[src/rtl/uart_rx_param.sv]
// Oversampled UART receiver: 2-flop rx synchroniser, 3-sample majority vote per bit,
// framing/overrun reporting and a one-entry valid/ready holding register.
// Optional even-parity bit and parity_err reporting when UART_RX_PARITY_EN is defined.
`timescale 1ns/1ps
module uart_rx_param #(
   parameter int unsigned DATA_BITS  = 7,
   parameter int unsigned OVERSAMPLE = 8
) (
   input  logic                 clk,
   input  logic                 rst_n,
   input  logic                 ena,
   input  logic                 rx,
   output logic [DATA_BITS-1:0] data_out,
   output logic                 valid_out,
   input  logic                 ready_in,
   output logic [2:0]           state_out,
   output logic                 frame_err,
   output logic                 overrun_err,
   output logic                 parity_err
);

   localparam int unsigned MID = OVERSAMPLE / 2;
   localparam int unsigned CW  = $clog2(OVERSAMPLE);
   localparam int unsigned BW  = $clog2(DATA_BITS);

   typedef enum logic [2:0] {
      S_IDLE   = 3'd0,
      S_START  = 3'd1,
      S_DATA   = 3'd2,
      S_PARITY = 3'd3,
      S_STOP   = 3'd4
   } state_e;

   state_e               state_q, state_d;
   logic [CW-1:0]        sample_cnt_q, sample_cnt_d;
   logic [BW-1:0]        bit_cnt_q, bit_cnt_d;
   logic [DATA_BITS-1:0] shift_q, shift_d;
   logic [1:0]           smp_q, smp_d;
   logic                 rx_meta_q, rx_s_q;
   logic [DATA_BITS-1:0] data_q, data_d;
   logic                 valid_q, valid_d;
   logic                 frame_err_q, frame_err_d;
   logic                 overrun_q, overrun_d;
`ifdef UART_RX_PARITY_EN
   logic                 par_bad_q, par_bad_d;
   logic                 parity_err_q, parity_err_d;
`endif

   logic [CW-1:0] tick_c;
   logic          decision_c;
   logic          at_mid1_c;
   logic          at_end_c;
   logic          stop_eval_c;

   // Index of the tick being processed on this ena pulse
   assign tick_c      = (sample_cnt_q == CW'(OVERSAMPLE - 1)) ? '0 : sample_cnt_q + CW'(1);
   assign decision_c  = (smp_q[0] & smp_q[1]) | (smp_q[0] & rx_s_q) | (smp_q[1] & rx_s_q);
   assign at_mid1_c   = (tick_c == CW'(MID + 1));
   assign at_end_c    = (tick_c == CW'(OVERSAMPLE - 1));
   assign stop_eval_c = (state_q == S_STOP) && ena && at_mid1_c;

   // State register, datapath and registered outputs
   always_ff @(posedge clk or negedge rst_n) begin
      if (!rst_n) begin
         state_q      <= S_IDLE;
         sample_cnt_q <= '0;
         bit_cnt_q    <= '0;
         shift_q      <= '0;
         smp_q        <= '0;
         rx_meta_q    <= 1'b1;
         rx_s_q       <= 1'b1;
         data_q       <= '0;
         valid_q      <= 1'b0;
         frame_err_q  <= 1'b0;
         overrun_q    <= 1'b0;
`ifdef UART_RX_PARITY_EN
         par_bad_q    <= 1'b0;
         parity_err_q <= 1'b0;
`endif
      end else begin
         state_q      <= state_d;
         sample_cnt_q <= sample_cnt_d;
         bit_cnt_q    <= bit_cnt_d;
         shift_q      <= shift_d;
         smp_q        <= smp_d;
         rx_meta_q    <= rx;
         rx_s_q       <= rx_meta_q;
         data_q       <= data_d;
         valid_q      <= valid_d;
         frame_err_q  <= frame_err_d;
         overrun_q    <= overrun_d;
`ifdef UART_RX_PARITY_EN
         par_bad_q    <= par_bad_d;
         parity_err_q <= parity_err_d;
`endif
      end
   end

   // Next-state and bit-level datapath
   always_comb begin
      state_d      = state_q;
      sample_cnt_d = sample_cnt_q;
      bit_cnt_d    = bit_cnt_q;
      shift_d      = shift_q;
      smp_d        = smp_q;
`ifdef UART_RX_PARITY_EN
      par_bad_d    = par_bad_q;
`endif
      if (ena && state_q != S_IDLE) begin
         sample_cnt_d = tick_c;
         if (tick_c == CW'(MID - 1)) smp_d[0] = rx_s_q;
         if (tick_c == CW'(MID))     smp_d[1] = rx_s_q;
      end
      unique case (state_q)
         S_IDLE: begin
            if (ena && !rx_s_q) begin
               state_d      = S_START;
               sample_cnt_d = '0;
            end
         end
         S_START: begin
            if (ena && at_mid1_c && decision_c) begin
               state_d = S_IDLE;
            end else if (ena && at_end_c) begin
               state_d   = S_DATA;
               bit_cnt_d = '0;
            end
         end
         S_DATA: begin
            if (ena) begin
               if (at_mid1_c) shift_d = {decision_c, shift_q[DATA_BITS-1:1]};
               if (at_end_c) begin
                  if (bit_cnt_q == BW'(DATA_BITS - 1)) begin
`ifdef UART_RX_PARITY_EN
                     state_d = S_PARITY;
`else
                     state_d = S_STOP;
`endif
                  end else begin
                     bit_cnt_d = bit_cnt_q + BW'(1);
                  end
               end
            end
         end
`ifdef UART_RX_PARITY_EN
         S_PARITY: begin
            if (ena) begin
               if (at_mid1_c) par_bad_d = decision_c ^ (^shift_q);
               if (at_end_c)  state_d   = S_STOP;
            end
         end
`endif
         S_STOP: begin
            if (ena && at_mid1_c) state_d = S_IDLE;
         end
         default: state_d = S_IDLE;
      endcase
   end

   // Delivery, holding-register handshake and error pulses
   always_comb begin
      data_d      = data_q;
      valid_d     = valid_q;
      frame_err_d = 1'b0;
      overrun_d   = 1'b0;
`ifdef UART_RX_PARITY_EN
      parity_err_d = 1'b0;
`endif
      if (valid_q && ready_in) valid_d = 1'b0;
      if (stop_eval_c) begin
         if (!decision_c) begin
            frame_err_d = 1'b1;
         end
`ifdef UART_RX_PARITY_EN
         else if (par_bad_q) begin
            parity_err_d = 1'b1;
         end
`endif
         else if (valid_q && !ready_in) begin
            overrun_d = 1'b1;
         end else begin
            data_d  = shift_q;
            valid_d = 1'b1;
         end
      end
   end

   assign data_out    = data_q;
   assign valid_out   = valid_q;
   assign state_out   = state_q;
   assign frame_err   = frame_err_q;
   assign overrun_err = overrun_q;
`ifdef UART_RX_PARITY_EN
   assign parity_err  = parity_err_q;
`else
   assign parity_err  = 1'b0;
`endif

endmodule
[config.mk]
export PLATFORM = sky130hd
export DESIGN_NAME = uart_rx_param
export DESIGN_NICKNAME = d
export VERILOG_FILES = /design/src/rtl/uart_rx_param.sv
export SDC_FILE = /design/constraint.sdc
export NUM_CORES = 1
export LEC_CHECK = 0
export BUFFER_PORTS_ARGS = -buffer_cell sky130_fd_sc_hd__buf_4
export CAP_MARGIN = 15
export CORE_MARGIN = 8
export CORE_UTILIZATION = 50
export CTS_BUF_LIST = sky130_fd_sc_hd__clkbuf_4
export CTS_CLUSTER_SIZE = 10
export DETAILED_ROUTE_END_ITERATION = 6
export PLACE_DENSITY = 0.71
export SYNTH_ARGS = -nofsm -noshare
export SYNTH_HDL_FRONTEND = slang
export SYNTH_SLANG_ARGS = --single-unit
[constraint.sdc]
create_clock -name clk -period 4.53 [get_ports clk]
set_input_delay 0.453 -clock clk [delete_from_list [all_inputs] [get_ports clk]]
set_output_delay 0.453 -clock clk [all_outputs]
set_load 0.02 [all_outputs]
==> run metrics <==
internal power=0.0005013 W; Initial Utilization=51.08%; Data required, critical path=4710 ps; clock skew=8.356 ps; vias in the first global route=981; Slowest Stage Delay on Critical Path=610 ps; worst flop-to-flop path startpoint=sample_cnt_q[0]; Rows=19; final WL=2387 um; Die ar.=4645 sq um; peak supply drop=283.6 uV; wire length per cell=14.73 um; Reg clk slew, reported paths=90 ps; synthesis-stage register bit count=30; final hold violation count=0; WP buf/inv=0; hpwl dp=1759 um; Final min period=2203 ps; area delta synth->final=17.39%; logic depth of the worst setup path including buffers=5; DR vias=898; Clock Power Share=30.4%; CP max stage cell=a2111oi_2; Post-DRT Antenna Nets=0; Antenna diodes=0; first-pass GRT wire length=4229 um; Syn Inst Count=108; CP Class=register to register; DRC viols=0; Syn Std Cell Area=1360 sq um; setup TNS=0 ps; Vias/cell=5.543; Net Sw Frac=29.16%; Synthesized Nets=120; number of top-level pins=19; Power Total=0.0007077 W; post-cts gate resize count=0; Top delay family on crit path=compound AO/OA/AOI/OAI gates; unrepaired setup endpoints after global routing=no; Syn Area/Cell=12.59 sq um; Flop pwr share=47.4%; worst hold path type=input pin to asynchronous set/reset pin; Comb pwr share=22.2%; post-synthesis sequential area ratio=55.38%; fin crit share=48.62%; reg2reg end=bit_cnt_q[2]; Worst Reg-to-Reg Cells=5; Top FF cell, synth=dfrtp_1; met2 routed WL=1171 um; Post-CTS Setup Inserts=0; Post-synth EDFFs=0; initial antenna violation count=0; share of cells above drive strength 1=34.35%; most used cell along the critical path=ha_1; largest cells by area after synthesis=dfrtp_1, mux2_2, ha_1, dfstp_2, a22o_1; Routability Congestion=0.8164; IO buf count=17; worst hold slack=44.88 ps; CP Launch Type=register; CTS Buf Count=5; Max FO, Critical Path=7; WP data arrival=2380 ps; nets=142; die width=68.16 um; met3 routed WL=122 um; Root Buffer=clkbuf_4; setup violators final=0; H-tree depth=2; top-count cell post-synth=dfrtp_1; Max Cap Violations=0; Yosys top cell area share=51.52%; total gr overflow=0; Peak Freq=454.0 MHz; hold buffers post-CTS=0; power density over the cells=443.3 nW/um^2; met1 WL=1054 um; leak pwr=0.8209 nW; synth cell count leaders=dfrtp_1, mux2_2, ha_1; Synth cell types=34; clk sinks=30; highest routed layer=met4; worst-skew pair later-pin latency=320 ps; pin count of the biggest net entering global routing=31; CP Capture Type=register; Synth Warn #=0; relative slew slack=61.85%; R2R setup slack=2330 ps; DRT iter0 DRCs=41; Worst Max-Slew Pin Slew=571.2 ps; Max Slew Vio Count=0; Post-synth ARST share=100.0%; Critical Path, Cell by Cell=ha_1, ha_1, and3_1, a2111oi_2, o221ai_1; DRT Pass-1 Iters=4; TritonCTS clock tree=done; status=finished, final reports clean; switching pwr=0.0002064 W; Die Ht=68.16 um; most area-hungry cell type in the Yosys netlist=dfrtp_1; gr usage total=12.21%; clk buf depth=2; Placeable Area=2663 sq um
==> registers in the layout, indices dropped and copies added (netlist names) <==
signal	cells
smp_q	2
sample_cnt_q	3
overrun_err	1
valid_out	1
data_out	7
rx_meta_q	1
frame_err	1
bit_cnt_q	3
state_out	3
shift_q	7
rx_s_q	1
==> worst max path at each step <==
stage                                from            to  slack [ps]
after floorplan           sample_cnt_q[0]  bit_cnt_q[2]        2530
after global placement    sample_cnt_q[0]  bit_cnt_q[2]        2410
final                     sample_cnt_q[0]  bit_cnt_q[2]        2330
after detailed placement  sample_cnt_q[0]   data_out[5]        2340
after CTS                 sample_cnt_q[0]   data_out[5]        2310
after global routing      sample_cnt_q[0]   data_out[5]        2140
==> logic make-up after synthesis <==
kind of cell | synth area share (%)
AOI/OAI and AO/OA | 9.844
adders and majority gates | 7.175
buffers and inverters | 2.300
DFF | 55.38
muxes | 13.25
other | 0.2757
and+or+nand+nor | 11.78
==> through the flow <==
step / utilization, % / cell area (sq um) / setup slack [ps] / instances
after global placement: 56.86 / 1514 / 2407 / 154
after global routing: 59.96 / 1597 / 2142 / 162
final: 59.96 / 1597 / 2327 / 162
after detailed placement: 56.86 / 1514 / 2339 / 154
after CTS: 59.96 / 1597 / 2311 / 162
after floorplan: - / 1360 / 2530 / 108
==> placed cells by master (no fill, tap or decap), types with 3 or more instances in the layout <==
cell       n
dfrtp_1   28
buf_4     17
mux2_2    16
ha_1       7
clkbuf_4   7
inv_1      5
nand2_1    5
nor2_1     4
nand3_1    4
nor2b_1    4
a22o_1     3
o21ai_0    3
==> power groups by stage <==
stage               sequential, W  clock, W  combinational, W
floorplan                0.000339         0          0.000111
global placement         0.000338         0          0.000153
detailed placement       0.000341         0          0.000159
CTS                      0.000336  0.000221          0.000159
global route             0.000342  0.000230          0.000182
finish                   0.000336  0.000215          0.000157
==> cell type report <==
class / count / area, sq um
repair buffers: 17 / 127.6
inverters: 5 / 18.77
fillers: 239 / 1066
flip-flops and latches: 30 / 753.2
clock inverters: 1 / 30.03
multi-input cells: 71 / 575.6
clock buffers: 7 / 52.55
well taps: 31 / 38.79
==> worst register-to-register path, cell delays in order, from the launching register on <==
cell and delay, ps:
dfrtp_1 430, ha_1 220, ha_1 340, and3_1 260, a2111oi_2 610, o221ai_1 210
==> metal layers <==
metal,GRT usage [%],up-vias
met3,3.928,5
met2,20.40,18
met5,0,-
met1,13.82,443
met4,5.882,0
li1,-,432
Note: power is estimated with default switching activity, not from simulation.
